--- src/rtl/gin_mcast.sv ---
// Global input network: scan-programmed row/col IDs, packet FIFO, tag-matched multicast to the PE array.
// Latency: a packet accepted into an empty FIFO strobes its PEs one edge later; one packet per cycle.
// Backpressure: gin_ready drops when the FIFO is full or programming; the head waits until all targets are ready.
module gin_mcast #(
   parameter int BITWIDTH   = 16,
   parameter int TAG_LENGTH = 4,
   parameter int X_BUS_SIZE = 4,
   parameter int Y_BUS_SIZE = 4,
   parameter int FIFO_DEPTH = 4
) (
   input  logic                                       clk,
   input  logic                                       rstb,
   input  logic                                       program_en,
   input  logic [TAG_LENGTH-1:0]                      scan_tag_in,
   output logic [TAG_LENGTH-1:0]                      scan_tag_out,
   input  logic                                       gin_enable,
   output logic                                       gin_ready,
   input  logic [2*TAG_LENGTH+BITWIDTH-1:0]           data_packet,
   output logic [X_BUS_SIZE*Y_BUS_SIZE-1:0]           pe_enable,
   input  logic [X_BUS_SIZE*Y_BUS_SIZE-1:0]           pe_ready,
   output logic [BITWIDTH*X_BUS_SIZE*Y_BUS_SIZE-1:0]  pe_value,
   output logic [$clog2(FIFO_DEPTH):0]                fifo_count,
   output logic [7:0]                                 drop_count
);
   localparam int NUM_PE   = X_BUS_SIZE * Y_BUS_SIZE;
   localparam int PKT_W    = 2 * TAG_LENGTH + BITWIDTH;
   localparam int CNT_W    = $clog2(FIFO_DEPTH) + 1;
   localparam int PTR_W    = $clog2(FIFO_DEPTH);
   localparam int NUM_TAGS = Y_BUS_SIZE + NUM_PE;
   localparam logic [TAG_LENGTH-1:0] WILDCARD   = '1;
   localparam logic [CNT_W-1:0]      FULL_COUNT = CNT_W'(FIFO_DEPTH);
   localparam logic [CNT_W-1:0]      ONE_COUNT  = CNT_W'(1);

   typedef enum logic [1:0] {PROG_IDLE, ISSUE, STALL} state_t;

   state_t                state;
   logic [TAG_LENGTH-1:0] tag_chain [NUM_TAGS];
   logic [PKT_W-1:0]      fifo_mem  [FIFO_DEPTH];
   logic [PTR_W-1:0]      wr_ptr;
   logic [PTR_W-1:0]      rd_ptr;
   logic [TAG_LENGTH-1:0] head_row;
   logic [TAG_LENGTH-1:0] head_col;
   logic [BITWIDTH-1:0]   head_data;
   logic [NUM_PE-1:0]     mask;
   logic                  has_head;
   logic                  targets_ready;
   logic                  deliver;
   logic                  drop;
   logic                  pop;
   logic                  push;
   logic                  more_left;

   // Scan chain: entries 0..Y-1 are row IDs, entries Y.. are per-PE column IDs; shifts toward entry 0.
   always_ff @(posedge clk or negedge rstb) begin
      if (!rstb) begin
         for (int k = 0; k < NUM_TAGS; k++) tag_chain[k] <= '0;
      end else if (program_en) begin
         for (int k = 0; k < NUM_TAGS - 1; k++) tag_chain[k] <= tag_chain[k+1];
         tag_chain[NUM_TAGS-1] <= scan_tag_in;
      end
   end

   assign scan_tag_out = tag_chain[0];

   // Readiness uses the pre-pop count, so a full FIFO never accepts even while draining.
   assign gin_ready = rstb & ~program_en & (fifo_count < FULL_COUNT);
   assign push      = gin_enable & gin_ready;

   assign {head_row, head_col, head_data} = fifo_mem[rd_ptr];

   // Target mask for the head packet; an all-ones tag matches every row or column.
   always_comb begin
      mask = '0;
      for (int r = 0; r < Y_BUS_SIZE; r++) begin
         for (int c = 0; c < X_BUS_SIZE; c++) begin
            mask[r*X_BUS_SIZE+c] =
               ((head_row == tag_chain[r]) || (head_row == WILDCARD)) &&
               ((head_col == tag_chain[Y_BUS_SIZE + r*X_BUS_SIZE + c]) || (head_col == WILDCARD));
         end
      end
   end

   // ISSUE/STALL always hold a queued head; IDLE checks the FIFO so a lone packet issues the very next edge.
   assign has_head      = (state != PROG_IDLE) || (fifo_count != '0);
   assign targets_ready = ((mask & ~pe_ready) == '0);
   assign deliver       = !program_en && has_head && (mask != '0) && targets_ready;
   assign drop          = !program_en && has_head && (mask == '0);
   assign pop           = deliver | drop;
   assign more_left     = (fifo_count != ONE_COUNT) || push;

   // Queue pointers and occupancy; power-of-two depth lets pointers wrap on their own.
   always_ff @(posedge clk or negedge rstb) begin
      if (!rstb) begin
         wr_ptr     <= '0;
         rd_ptr     <= '0;
         fifo_count <= '0;
      end else begin
         if (push) wr_ptr <= wr_ptr + 1'b1;
         if (pop)  rd_ptr <= rd_ptr + 1'b1;
         case ({push, pop})
            2'b10:   fifo_count <= fifo_count + 1'b1;
            2'b01:   fifo_count <= fifo_count - 1'b1;
            default: fifo_count <= fifo_count;
         endcase
      end
   end

   // Packet storage is data-only and needs no reset.
   always_ff @(posedge clk) begin
      if (push) fifo_mem[wr_ptr] <= data_packet;
   end

   // Issue FSM: deliver, drop or stall the head; registered one-cycle strobes and held per-PE data.
   always_ff @(posedge clk or negedge rstb) begin
      if (!rstb) begin
         state      <= PROG_IDLE;
         pe_enable  <= '0;
         pe_value   <= '0;
         drop_count <= '0;
      end else begin
         pe_enable <= '0;
         if (program_en || !has_head) begin
            state <= PROG_IDLE;
         end else if (drop) begin
            if (drop_count != 8'hFF) drop_count <= drop_count + 8'd1;
            state <= more_left ? ISSUE : PROG_IDLE;
         end else if (deliver) begin
            pe_enable <= mask;
            for (int p = 0; p < NUM_PE; p++) begin
               if (mask[p]) pe_value[BITWIDTH*p +: BITWIDTH] <= head_data;
            end
            state <= more_left ? ISSUE : PROG_IDLE;
         end else begin
            state <= STALL;
         end
      end
   end
endmodule

--- config.mk ---
export PLATFORM = sky130hd
export DESIGN_NAME = gin_mcast
export DESIGN_NICKNAME = d
export VERILOG_FILES = /design/src/rtl/gin_mcast.sv
export SDC_FILE = /design/constraint.sdc
export NUM_CORES = 1
export LEC_CHECK = 0
export CORE_MARGIN = 3
export CORE_UTILIZATION = 48
export DETAILED_ROUTE_END_ITERATION = 10
export PLACE_DENSITY = 0.74
export REMOVE_ABC_BUFFERS = 1
export SYNTH_ARGS = -nofsm -noshare
export SYNTH_HDL_FRONTEND = slang
export SYNTH_SLANG_ARGS = --single-unit
--- constraint.sdc ---
create_clock -name clk -period 3.75 [get_ports clk]
set_input_delay 0.75 -clock clk [delete_from_list [all_inputs] [get_ports clk]]
set_output_delay 0.75 -clock clk [all_outputs]
set_load 0.005 [all_outputs]
==> results.cfg <==
[clock_network]
cts.sinks = 465
htreeDepth = 2
root_buffer = clkbuf_16
worst_skew_pair.late_latency_ns = 0.59
cts_buffers = 48
path_clk_slew_ns = 0.06
cts_tree = done
cts_buffer_depth = 3

[layout]
diodes = 0
layout_common_cells = dfrtp_1 (367), clkdlybuf4s50_1 (333), mux2_2 (311)
layout.nets = 1610
final_common_cell = dfrtp_1
drive_gt1_share_pct = 34.2
layout.cells.non_filler = 2108
final_util_pct = 64.8
syn_to_final_growth_pct = 32.5

[power_and_ir_drop]
finalPower_mw = 22.9
total_leakage_power_nw = 10.5
power.density_mw_per_mm2 = 910
ir_drop_mv = 0.477

[sta]
clock_skew_ns = 0.0249
period_needed_ns = 3.67
holdWs_ns = 0.489
setup_ws_ns = 0.0846
slew_headroom_pct = 40.0
min_period_over_period_pct = 97.7
hold_viol = 0
fmax_mhz = 273
worst_slew_pin_slew_ns = 0.900
setup_viol = 0
drv_slew = 0

[die]
io_pins = 336
die-height_um = 205
fp.dieArea_mm2 = 0.0420
die_x_um = 205
initial_core_util_pct = 48.9
core_area_mm2 = 0.0388
rows = 72

[logic_synthesis]
synth-edff-count = 96
avgSynthCellArea_um2 = 16.2
synth_area_leaders = dfrtp_1 (49%), mux2_2 (18%), edfxtp_1 (15%)
ys_ff_latch = 465
synth_largest_area_cell = dfrtp_1
ys_warn_count = 0
async_flop_share_pct = 79.4
ys.flop_type = dfrtp_1
synth_cells = 1171
synth_top_area_share_pct = 48.6
yosysUniqueCellTypes = 50
seq_area_frac_synth_pct = 63.8
syn_area_mm2 = 0.0190

[placement]
post-place-ws_ns = -0.178
io_buffer_count = 335
dp.cells = 2007
place_congestion = 0.905
hpwl_mm = 33.9

[worst_hold_path]
hp-class = reg2reg
min_from = drop_count[5]

[critical_path]
critPathCaptureType = flop
cp_data_arrival_time_ns = 4.13
crit_path_start = rd_ptr[0]
worst_ep_required_time_ns = 4.21
crit_fanout = 20
crit_end = pe_value[1]
r2r-start = rd_ptr[0]
path_class = reg2reg
worst_r2r_endpoint = pe_value[1]
reg2reg_slack_ns = 0.08
startpoint_type = flop
rr_worst_depth = 14

[global_routing]
grt_pass1_wl_mm = 73.5
grt_pass1_vias = 11800
grt_max_degree = 166
grt_overflow = 0
antenna_found_initial = 2
track_usage_pct = 23.2

[drt]
drc = 0
drt_wl_total_mm = 49.3
vias = 11300
drt-initial-drc-count = 537
wire_per_inst_um = 23.4
ant_nets = 0
dr.pass1.iters = 5
avgViaCountPerCell = 5.35

[status]
status = completed

[job]
cap_violations = 0
cell families (layout without fill, tap and decap cells):
kind of cell	count (synthesis)	in the layout	share of synthesized area, %
AND/OR/NAND/NOR	121	121	3.91
flip-flops	465	465	63.8
multiplexers	362	362	23.3
XOR/XNOR	93	93	4.29
adder cells (fa/ha/maj)	10	10	0.659
AO/OA/AOI/OAI	35	35	1.24
buffers and inverters	85	504	2.84
area by class of cell:
type | count | area (um^2)
Clock buffer | 64 | 1360
Sequential cell | 465 | 12100
Multi-Input combinational cell | 621 | 6430
Tap cell | 518 | 648
Clock inverter | 24 | 359
Inverter | 5 | 18.8
Fill cell | 2871 | 13700
Timing Repair Buffer | 411 | 4230
per-stage QoR:
stage / setup TNS, ns / instance area [um^2]
floorplan: -272.52 / 18500
global placement: -36.31 / 23200
detailed placement: -31.19 / 23200
CTS: 0 / 25000
global route: -0.0602 / 25200
finish: 0 / 25200
routing by layer:
metal	track usage (%)	vias to the layer above	wire length, um
li1	-	5001	-
met5	0	-	27
met1	30.0	5862	20400
met2	39.8	326	24700
met4	7.27	4	1330
met3	4.56	75	2830
registers in the layout, summed over array words and instances, names as in the netlist:
signal / count
wr_ptr: 2
fifo_count: 3
scan_tag_out: 4
pe_value: 256
tag_chain: 76
drop_count: 8
fifo_mem: 96
pe_enable: 16
state: 2
rd_ptr: 2
cells in the mapped netlist, types with 10 or more instances:
cell type,count
edfxtp_1,96
or3_1,11
and3_1,11
mux2_2,311
nor3_1,14
o21ai_0,11
clkbuf_1,31
dfrtp_1,369
ha_1,10
mux4_2,24
nand4_1,27
xnor2_1,85
buf_2,22
mux2_4,20
nand2_1,14
buf_6,14
repair_timing:
item | CTS | global route
gates cloned | 0 | 1
setup buffers | 4 | 7
resized for setup | 6 | 25
pin swaps | 0 | 3
setup endpoints to repair | 259 | 258
hold buffers | 1 | 0
endpoints found under the hold margin | 20 | 0
critical path, cell delays in order (launching register included):
cell and delay [ns]:
dfrtp_2 0.38, buf_4 0.15, mux4_2 0.54, buf_12 0.19, xnor2_1 0.13, nand4_1 0.12, o21ai_2 0.09, or3b_2 0.20
o2111ai_1 0.15, or4_4 0.56, buf_12 0.17, buf_4 0.16, nor2_4 0.17, clkbuf_16 0.20, mux2_2 0.33
where the power goes:
part | leakage [nW] | switching [mW] | internal, mW | total [mW]
Sequential | 5.51 | 1.11 | 6.87 | 7.99
Combinational | 4.14 | 4.22 | 5.60 | 9.82
Clock | 0.852 | 1.99 | 3.12 | 5.11
Total | 10.5 | 7.33 | 15.6 | 22.9
worst min path at each step:
stage / to / cells past startpoint / slack [ns]
finish: drop_count[5] / 1 / 0.49
floorplan: drop_count[0] / 0 / 0.45
CTS: drop_count[5] / 1 / 0.49
global route: pe_value[77] / 1 / 0.50
global placement: pe_value[77] / 1 / 0.48
detailed placement: pe_value[70] / 1 / 0.48
Power figures use the tool's default switching activity.
